<file path="src/rtl/multicycle_datapath.sv">
`default_nettype none
// ============================================================================
// multicycle_datapath
// Multi-cycle MIPS-subset core: one ALU and one memory port shared across
// FETCH/DECODE/EXEC/MEM/WB. Optional macro MDP_TRAP_EN traps on illegal
// instructions and misaligned lw/sw.
// Revision: 1.0
// ============================================================================
module multicycle_datapath #(
    parameter int              DATA_W   = 32,
    parameter int              ADDR_W   = 32,
    parameter int              NREG     = 32,
    parameter logic [ADDR_W-1:0] RESET_PC = '0
) (
    input  logic              clk,
    input  logic              reset,
    output logic              mem_req,
    output logic              mem_we,
    output logic [ADDR_W-1:0] mem_addr,
    output logic [DATA_W-1:0] mem_wdata,
    input  logic [DATA_W-1:0] mem_rdata,
    input  logic              mem_ack,
    output logic [ADDR_W-1:0] pc_o,
    output logic [2:0]        state_o,
    output logic              retire,
    output logic              trap
);

    localparam int RIDX_W = (NREG > 1) ? $clog2(NREG) : 1;

    localparam logic [2:0] c_fetch  = 3'd0;
    localparam logic [2:0] c_decode = 3'd1;
    localparam logic [2:0] c_exec   = 3'd2;
    localparam logic [2:0] c_mem    = 3'd3;
    localparam logic [2:0] c_wb     = 3'd4;
    localparam logic [2:0] c_trap   = 3'd5;

    localparam logic [5:0] c_op_rtype = 6'h00;
    localparam logic [5:0] c_op_addi  = 6'h08;
    localparam logic [5:0] c_op_lw    = 6'h23;
    localparam logic [5:0] c_op_sw    = 6'h2B;
    localparam logic [5:0] c_op_beq   = 6'h04;
    localparam logic [5:0] c_op_j     = 6'h02;

    localparam logic [5:0] c_fn_add = 6'h20;
    localparam logic [5:0] c_fn_sub = 6'h22;
    localparam logic [5:0] c_fn_and = 6'h24;
    localparam logic [5:0] c_fn_or  = 6'h25;
    localparam logic [5:0] c_fn_slt = 6'h2A;

    logic [2:0]        r_state;
    logic [2:0]        w_next_state;
    logic              r_run;
    logic [ADDR_W-1:0] r_pc;
    logic [31:0]       r_ir;
    logic [DATA_W-1:0] r_a;
    logic [DATA_W-1:0] r_b;
    logic [DATA_W-1:0] r_imm;
    logic [DATA_W-1:0] r_alu_out;
    logic [DATA_W-1:0] r_mdr;
    logic [DATA_W-1:0] r_regs [NREG];

    logic [5:0]        w_op;
    logic [5:0]        w_funct;
    logic [4:0]        w_rs;
    logic [4:0]        w_rt;
    logic [4:0]        w_rd;
    logic [4:0]        w_dst;
    logic              w_fn_ok;
    logic              w_is_rtype;
    logic              w_is_addi;
    logic              w_is_lw;
    logic              w_is_sw;
    logic              w_is_beq;
    logic              w_is_j;
    logic              w_rs_in;
    logic              w_rt_in;
    logic              w_dst_in;
    logic [DATA_W-1:0] w_rs_val;
    logic [DATA_W-1:0] w_rt_val;
    logic [DATA_W-1:0] w_alu_b;
    logic [DATA_W-1:0] w_alu_res;
    logic              w_slt;
    logic [DATA_W-1:0] w_wb_data;
    logic [ADDR_W-1:0] w_jump_pc;
    logic [ADDR_W-1:0] w_branch_off;
    logic              w_req;
    logic              w_ack;
    logic              w_unused;

    assign w_op     = r_ir[31:26];
    assign w_rs     = r_ir[25:21];
    assign w_rt     = r_ir[20:16];
    assign w_rd     = r_ir[15:11];
    assign w_funct  = r_ir[5:0];
    assign w_unused = ^r_ir[10:6];

    assign w_fn_ok    = (w_funct == c_fn_add) || (w_funct == c_fn_sub) ||
                        (w_funct == c_fn_and) || (w_funct == c_fn_or)  ||
                        (w_funct == c_fn_slt);
    assign w_is_rtype = (w_op == c_op_rtype) && w_fn_ok;
    assign w_is_addi  = (w_op == c_op_addi);
    assign w_is_lw    = (w_op == c_op_lw);
    assign w_is_sw    = (w_op == c_op_sw);
    assign w_is_beq   = (w_op == c_op_beq);
    assign w_is_j     = (w_op == c_op_j);
    assign w_dst      = w_is_rtype ? w_rd : w_rt;

    // Indices beyond the implemented register count read zero and drop writes.
    generate
        if (NREG == 32) begin : g_full_rf
            assign w_rs_in  = 1'b1;
            assign w_rt_in  = 1'b1;
            assign w_dst_in = 1'b1;
        end else begin : g_part_rf
            assign w_rs_in  = (w_rs  < 5'(NREG));
            assign w_rt_in  = (w_rt  < 5'(NREG));
            assign w_dst_in = (w_dst < 5'(NREG));
        end
    endgenerate

    assign w_rs_val = (w_rs != 5'd0 && w_rs_in) ? r_regs[w_rs[RIDX_W-1:0]] : '0;
    assign w_rt_val = (w_rt != 5'd0 && w_rt_in) ? r_regs[w_rt[RIDX_W-1:0]] : '0;

    // Jump keeps the PC bits above the 28-bit target window when they exist.
    generate
        if (ADDR_W > 28) begin : g_jump_hi
            assign w_jump_pc = {r_pc[ADDR_W-1:28], r_ir[25:0], 2'b00};
        end else begin : g_jump_lo
            assign w_jump_pc = {r_ir[ADDR_W-3:0], 2'b00};
        end
    endgenerate

    assign w_branch_off = {r_imm[ADDR_W-3:0], 2'b00};
    assign w_wb_data    = w_is_lw ? r_mdr : r_alu_out;

    always_comb begin
        w_alu_b   = w_is_rtype ? r_b : r_imm;
        w_slt     = $signed(r_a) < $signed(r_b);
        w_alu_res = r_a + w_alu_b;
        if (w_is_rtype) begin
            case (w_funct)
                c_fn_sub: w_alu_res = r_a - r_b;
                c_fn_and: w_alu_res = r_a & r_b;
                c_fn_or:  w_alu_res = r_a | r_b;
                c_fn_slt: w_alu_res = {{(DATA_W-1){1'b0}}, w_slt};
                default:  w_alu_res = r_a + r_b;
            endcase
        end
    end

    assign w_req = r_run && ((r_state == c_fetch) || (r_state == c_mem));
    assign w_ack = w_req && mem_ack;

`ifdef MDP_TRAP_EN
    logic w_legal;
    logic w_misaligned;
    assign w_legal      = w_is_rtype || w_is_addi || w_is_lw || w_is_sw || w_is_beq || w_is_j;
    assign w_misaligned = |w_alu_res[1:0];
`endif

    // r_run holds the port quiet for the first cycle out of reset.
    always_ff @(posedge clk or negedge reset) begin
        if (!reset) begin
            r_run   <= 1'b0;
            r_state <= c_fetch;
        end else begin
            r_run   <= 1'b1;
            r_state <= w_next_state;
        end
    end

    always_comb begin
        w_next_state = r_state;
        case (r_state)
            c_fetch: begin
                if (w_ack) w_next_state = c_decode;
            end
            c_decode: begin
`ifdef MDP_TRAP_EN
                w_next_state = w_legal ? c_exec : c_trap;
`else
                w_next_state = c_exec;
`endif
            end
            c_exec: begin
                if (w_is_rtype || w_is_addi) begin
                    w_next_state = c_wb;
                end else if (w_is_lw || w_is_sw) begin
`ifdef MDP_TRAP_EN
                    w_next_state = w_misaligned ? c_trap : c_mem;
`else
                    w_next_state = c_mem;
`endif
                end else begin
                    w_next_state = c_fetch;
                end
            end
            c_mem: begin
                if (w_ack) w_next_state = w_is_sw ? c_fetch : c_wb;
            end
            c_wb: w_next_state = c_fetch;
`ifdef MDP_TRAP_EN
            c_trap: w_next_state = c_trap;
`else
            c_trap: w_next_state = c_fetch;
`endif
            default: w_next_state = c_fetch;
        endcase
    end

    assign mem_req = w_req;

    always_comb begin
        mem_we    = 1'b0;
        mem_addr  = '0;
        mem_wdata = '0;
        retire    = 1'b0;
        if (r_run) begin
            case (r_state)
                c_fetch: mem_addr = r_pc;
                c_exec:  retire = !(w_is_rtype || w_is_addi || w_is_lw || w_is_sw);
                c_mem: begin
                    mem_addr  = {r_alu_out[ADDR_W-1:2], 2'b00};
                    mem_we    = w_is_sw;
                    mem_wdata = w_is_sw ? r_b : '0;
                    retire    = w_is_sw && w_ack;
                end
                c_wb:    retire = 1'b1;
                default: retire = 1'b0;
            endcase
        end
    end

`ifdef MDP_TRAP_EN
    assign trap = (r_state == c_trap);
`else
    assign trap = 1'b0;
`endif

    assign pc_o    = r_pc;
    assign state_o = r_state;

    always_ff @(posedge clk or negedge reset) begin
        if (!reset) begin
            r_pc      <= RESET_PC;
            r_ir      <= '0;
            r_a       <= '0;
            r_b       <= '0;
            r_imm     <= '0;
            r_alu_out <= '0;
            r_mdr     <= '0;
        end else begin
            case (r_state)
                c_fetch: begin
                    if (w_ack) begin
                        r_ir <= mem_rdata[31:0];
                        r_pc <= r_pc + ADDR_W'(4);
                    end
                end
                c_decode: begin
                    r_a   <= w_rs_val;
                    r_b   <= w_rt_val;
                    r_imm <= {{(DATA_W-16){r_ir[15]}}, r_ir[15:0]};
                end
                c_exec: begin
                    r_alu_out <= w_alu_res;
                    // PC already points past the branch, so the offset applies from PC+4.
                    if (w_is_beq && (r_a == r_b)) r_pc <= r_pc + w_branch_off;
                    if (w_is_j) r_pc <= w_jump_pc;
                end
                c_mem: begin
                    if (w_ack && w_is_lw) r_mdr <= mem_rdata;
                end
                default: ;
            endcase
        end
    end

    always_ff @(posedge clk or negedge reset) begin
        if (!reset) begin
            for (int i = 0; i < NREG; i++) r_regs[i] <= '0;
        end else if (r_state == c_wb && w_dst != 5'd0 && w_dst_in) begin
            r_regs[w_dst[RIDX_W-1:0]] <= w_wb_data;
        end
    end

endmodule
`default_nettype wire

</file>
<file path="config.mk">
export PLATFORM = sky130hd
export DESIGN_NAME = multicycle_datapath
export DESIGN_NICKNAME = d
export VERILOG_FILES = /design/src/rtl/multicycle_datapath.sv
export SDC_FILE = /design/constraint.sdc
export NUM_CORES = 2
export LEC_CHECK = 0
export CORE_MARGIN = 3
export CORE_UTILIZATION = 47
export DETAILED_ROUTE_END_ITERATION = 10
export PLACE_DENSITY = 0.73
export RECOVER_POWER = 100
export SETUP_SLACK_MARGIN = 0.4
export SYNTH_ARGS = -nofsm -noshare
export SYNTH_HDL_FRONTEND = slang
export SYNTH_SLANG_ARGS = --single-unit
</file>
<file path="constraint.sdc">
create_clock -name clk -period 12.95 [get_ports clk]
set_input_delay 3.2375 -clock clk [delete_from_list [all_inputs] [get_ports clk]]
set_output_delay 3.2375 -clock clk [all_outputs]
set_load 0.05 [all_outputs]
</file>
==> results.json <==
{
  "skew_ns": 0.0351,
  "slowest_delay_ns": 2.63,
  "place_ws_ns": 4.74,
  "violations": "capacitance limit, slew limit",
  "syn2layout_area_growth_pct": 9.54,
  "die_area_mm2": 0.154,
  "rsz0062_at_grt": "no",
  "crit_path_start": "reset",
  "avgSynthCellArea_um2": 10.6,
  "synth_edf_count": 0,
  "synth-seq-cells": 1234,
  "cts.clk_slew.worst_paths_ns": 0.06,
  "fmax_mhz": 111,
  "met1_usage": 0.391,
  "globalplace.congestion": 0.996,
  "drc_errors": 0,
  "wl_per_cell_um": 27.6,
  "fin_area_mm2": 0.0769,
  "vias_per_cell": 6.62,
  "async_flop_share": 1.00,
  "worstHoldStart": "r_regs[1023]$_DFFE_PN0P_",
  "grt_pass1_vias": 55100,
  "antenna_found_initial": 12,
  "tns_ns": 0,
  "worst_pin_slew_ns": 4.54,
  "rows": 141,
  "grt_max_degree": 175,
  "fin_crit_sh": 0.693,
  "synth_area_leaders": "dfrtp_1 (44%), mux4_2 (19%), o21ai_0 (7.3%)",
  "postCtsHoldBufs": 0,
  "crit_top_cell": "clkbuf_1",
  "synthTopCellsByCount": "dfrtp_1 (1234), nand2_1 (1089), o21ai_0 (1024)",
  "grt_pass1_wl_um": 347000,
  "use_met2": 0.463,
  "ios": 138,
  "min_period_ns": 8.97,
  "die_w_um": 393,
  "dp_hpwl_um": 142000,
  "fin_ws_ns": 3.98,
  "synthCells": 6598,
  "cts_buffers": 134,
  "finalSetupViolations": 0,
  "post_cts_buffers": 0,
  "cp.buffers_inverters": 3,
  "dieHeight_um": 393,
  "synth.most_common_cell": "dfrtp_1",
  "p_total_mw": 16.2,
  "drt_first_pass_iters": 6,
  "drtIter0Drc": 6516,
  "ys_warn_count": 0,
  "status": "finished with violations",
  "power_density_mw_per_mm2": 210,
  "wirelength_um": 231000,
  "critPathTopFamily": "buffers and inverters",
  "clock-sinks": 1234,
  "clkLatencyLatePin_ns": 0.78,
  "dpl_cell_area_mm2": 0.0727,
  "p_leak_nw": 32.5,
  "h-tree-depth": 4,
  "synthFlopType": "dfrtp_1",
  "layout-drive-gt1-share": 0.170,
  "synth_area_mm2": 0.0702,
  "arrival_ns": 8.53,
  "finalHoldViolCount": 0,
  "detailroute.via_count": 55500,
  "start_util": 0.475,
  "fillerInstances": 12600,
  "cts_resized": 0,
  "final_util": 0.520,
  "cpMaxStageDelayCell": "clkbuf_1",
  "grt_overflow": 0,
  "place_inst": 8150,
  "yosys.area.top_type": "dfrtp_1",
  "critical_path_class": "input pin to async pin",
  "instances_no_fill": 8388,
  "cap_viol_max_count": 45,
  "path_cells": "buf_12, clkbuf_1, clkbuf_1",
  "yosysUniqueCellTypes": 100,
  "clk_path_buf_depth": 3,
  "grt_most_used_layer": "met2",
  "cp_max_fo": 173,
  "tritoncts": "done",
  "yosysTopAreaCellShare": 0.440,
  "regToRegStartpoint": "r_ir[4]$_DFFE_PN0P_",
  "cts_root_buf": "clkbuf_16",
  "grt_use_total": 0.300,
  "met3_usage": 0.0783,
  "critPathLaunchType": "input pin",
  "ys_seq_area_frac": 0.440,
  "min_path_type": "flip-flop to flip-flop",
  "final_nets": 6555,
  "ant_nets": 0,
  "end_kind": "async pin",
  "hold_ws_ns": 0.395,
  "port_buffers": 132,
  "drv_slew": 2606,
  "peakVddDrop_mv": 0.258,
  "critical_path_required_ns": 12.51,
  "core-area_mm2": 0.148,
  "slew_headroom": -2.03
}
==> where the power goes <==
part | total (mW) | switching, mW | internal (mW)
Combinational | 6.98 | 4.42 | 2.56
Sequential | 5.24 | 0.883 | 4.36
Clock | 3.95 | 1.63 | 2.32
==> cell usage in the layout, fill, tap and decap left out, types with 17 or more instances in the layout <==
| cell type | n |
|---|---|
| a31oi_1 | 30 |
| o211ai_1 | 31 |
| a22oi_1 | 38 |
| mux2i_1 | 70 |
| dlygate4sd3_1 | 97 |
| mux2_2 | 106 |
| buf_4 | 79 |
| ha_1 | 160 |
| mux2i_2 | 31 |
| nor3_1 | 45 |
| and2_1 | 43 |
| nand4_1 | 19 |
| clkbuf_1 | 45 |
| nor2_1 | 294 |
| o31ai_1 | 18 |
| clkbuf_8 | 29 |
| a211oi_1 | 34 |
| xnor2_1 | 19 |
| clkdlybuf4s50_1 | 34 |
| a21o_1 | 45 |
| a21oi_1 | 324 |
| nand2_1 | 1097 |
| nand2b_1 | 20 |
| or3_1 | 17 |
| dfrtp_1 | 1223 |
| nand3_1 | 49 |
| mux4_2 | 604 |
| xor2_1 | 25 |
| nor2b_1 | 73 |
| inv_1 | 126 |
| o21a_1 | 22 |
| clkbuf_16 | 141 |
| o21ai_0 | 1034 |
| o32ai_1 | 25 |
| o22ai_1 | 93 |
==> layout make-up <==
type	count	area [um^2]	share of cell area
Antenna cell	5	12.5	0.000163
Timing Repair Buffer	237	2120	0.0275
Clock inverter	38	480	0.00624
Multi-Input combinational cell	4623	36500	0.474
Clock buffer	195	4020	0.0523
Inverter	126	473	0.00615
Sequential cell	1234	30900	0.402
Tap cell	1930	2410	0.0314
==> per-layer routing <==
| metal | share of wire | wire, um |
|---|---|---|
| met3 | 0.11 | 25800 |
| met1 | 0.37 | 86300 |
| met4 | 0.058 | 13500 |
| met2 | 0.46 | 106000 |
| met5 | 0.00023 | 54 |
==> sequential cells by signal, indices dropped and copies added, names as in the netlist <==
signal and flops:
r_regs 1024, r_a 32, r_alu_out 32, r_b 32, r_ir 32, r_mdr 32
pc_o 30, r_imm 16, state_o 3, r_run 1
==> worst paths after layout <==
| kind | endpoint | slack (ns) | cells after the start |
|---|---|---|---|
| worst max-delay path | r_ir[23]$_DFFE_PN0P_ | 3.98 | 3 |
| worst min-delay path | r_regs[1023]$_DFFE_PN0P_ | 0.40 | 0 |
| worst max register to register | r_regs[510]$_DFFE_PN0P_ | 4.67 | 9 |
| worst min register to register | r_regs[1023]$_DFFE_PN0P_ | 0.40 | 0 |
| max in group clk | retire | 4.62 | 4 |
| min in group asynchronous | r_regs[107]$_DFFE_PN0P_ | 2.55 | 1 |
==> cell families (layout without fill, tap and decap cells) <==
family	Yosys count	in the layout	synth area share
compound gates	1832	1832	0.149
simple gates	1764	1764	0.108
flops	1234	1234	0.440
mux	813	813	0.225
buf+inv	745	596	0.0427
fa+ha+maj	164	164	0.0296
xor+xnor	44	44	0.00549
other cells	2	11	0.000107
(Power assumes the default switching activity.)
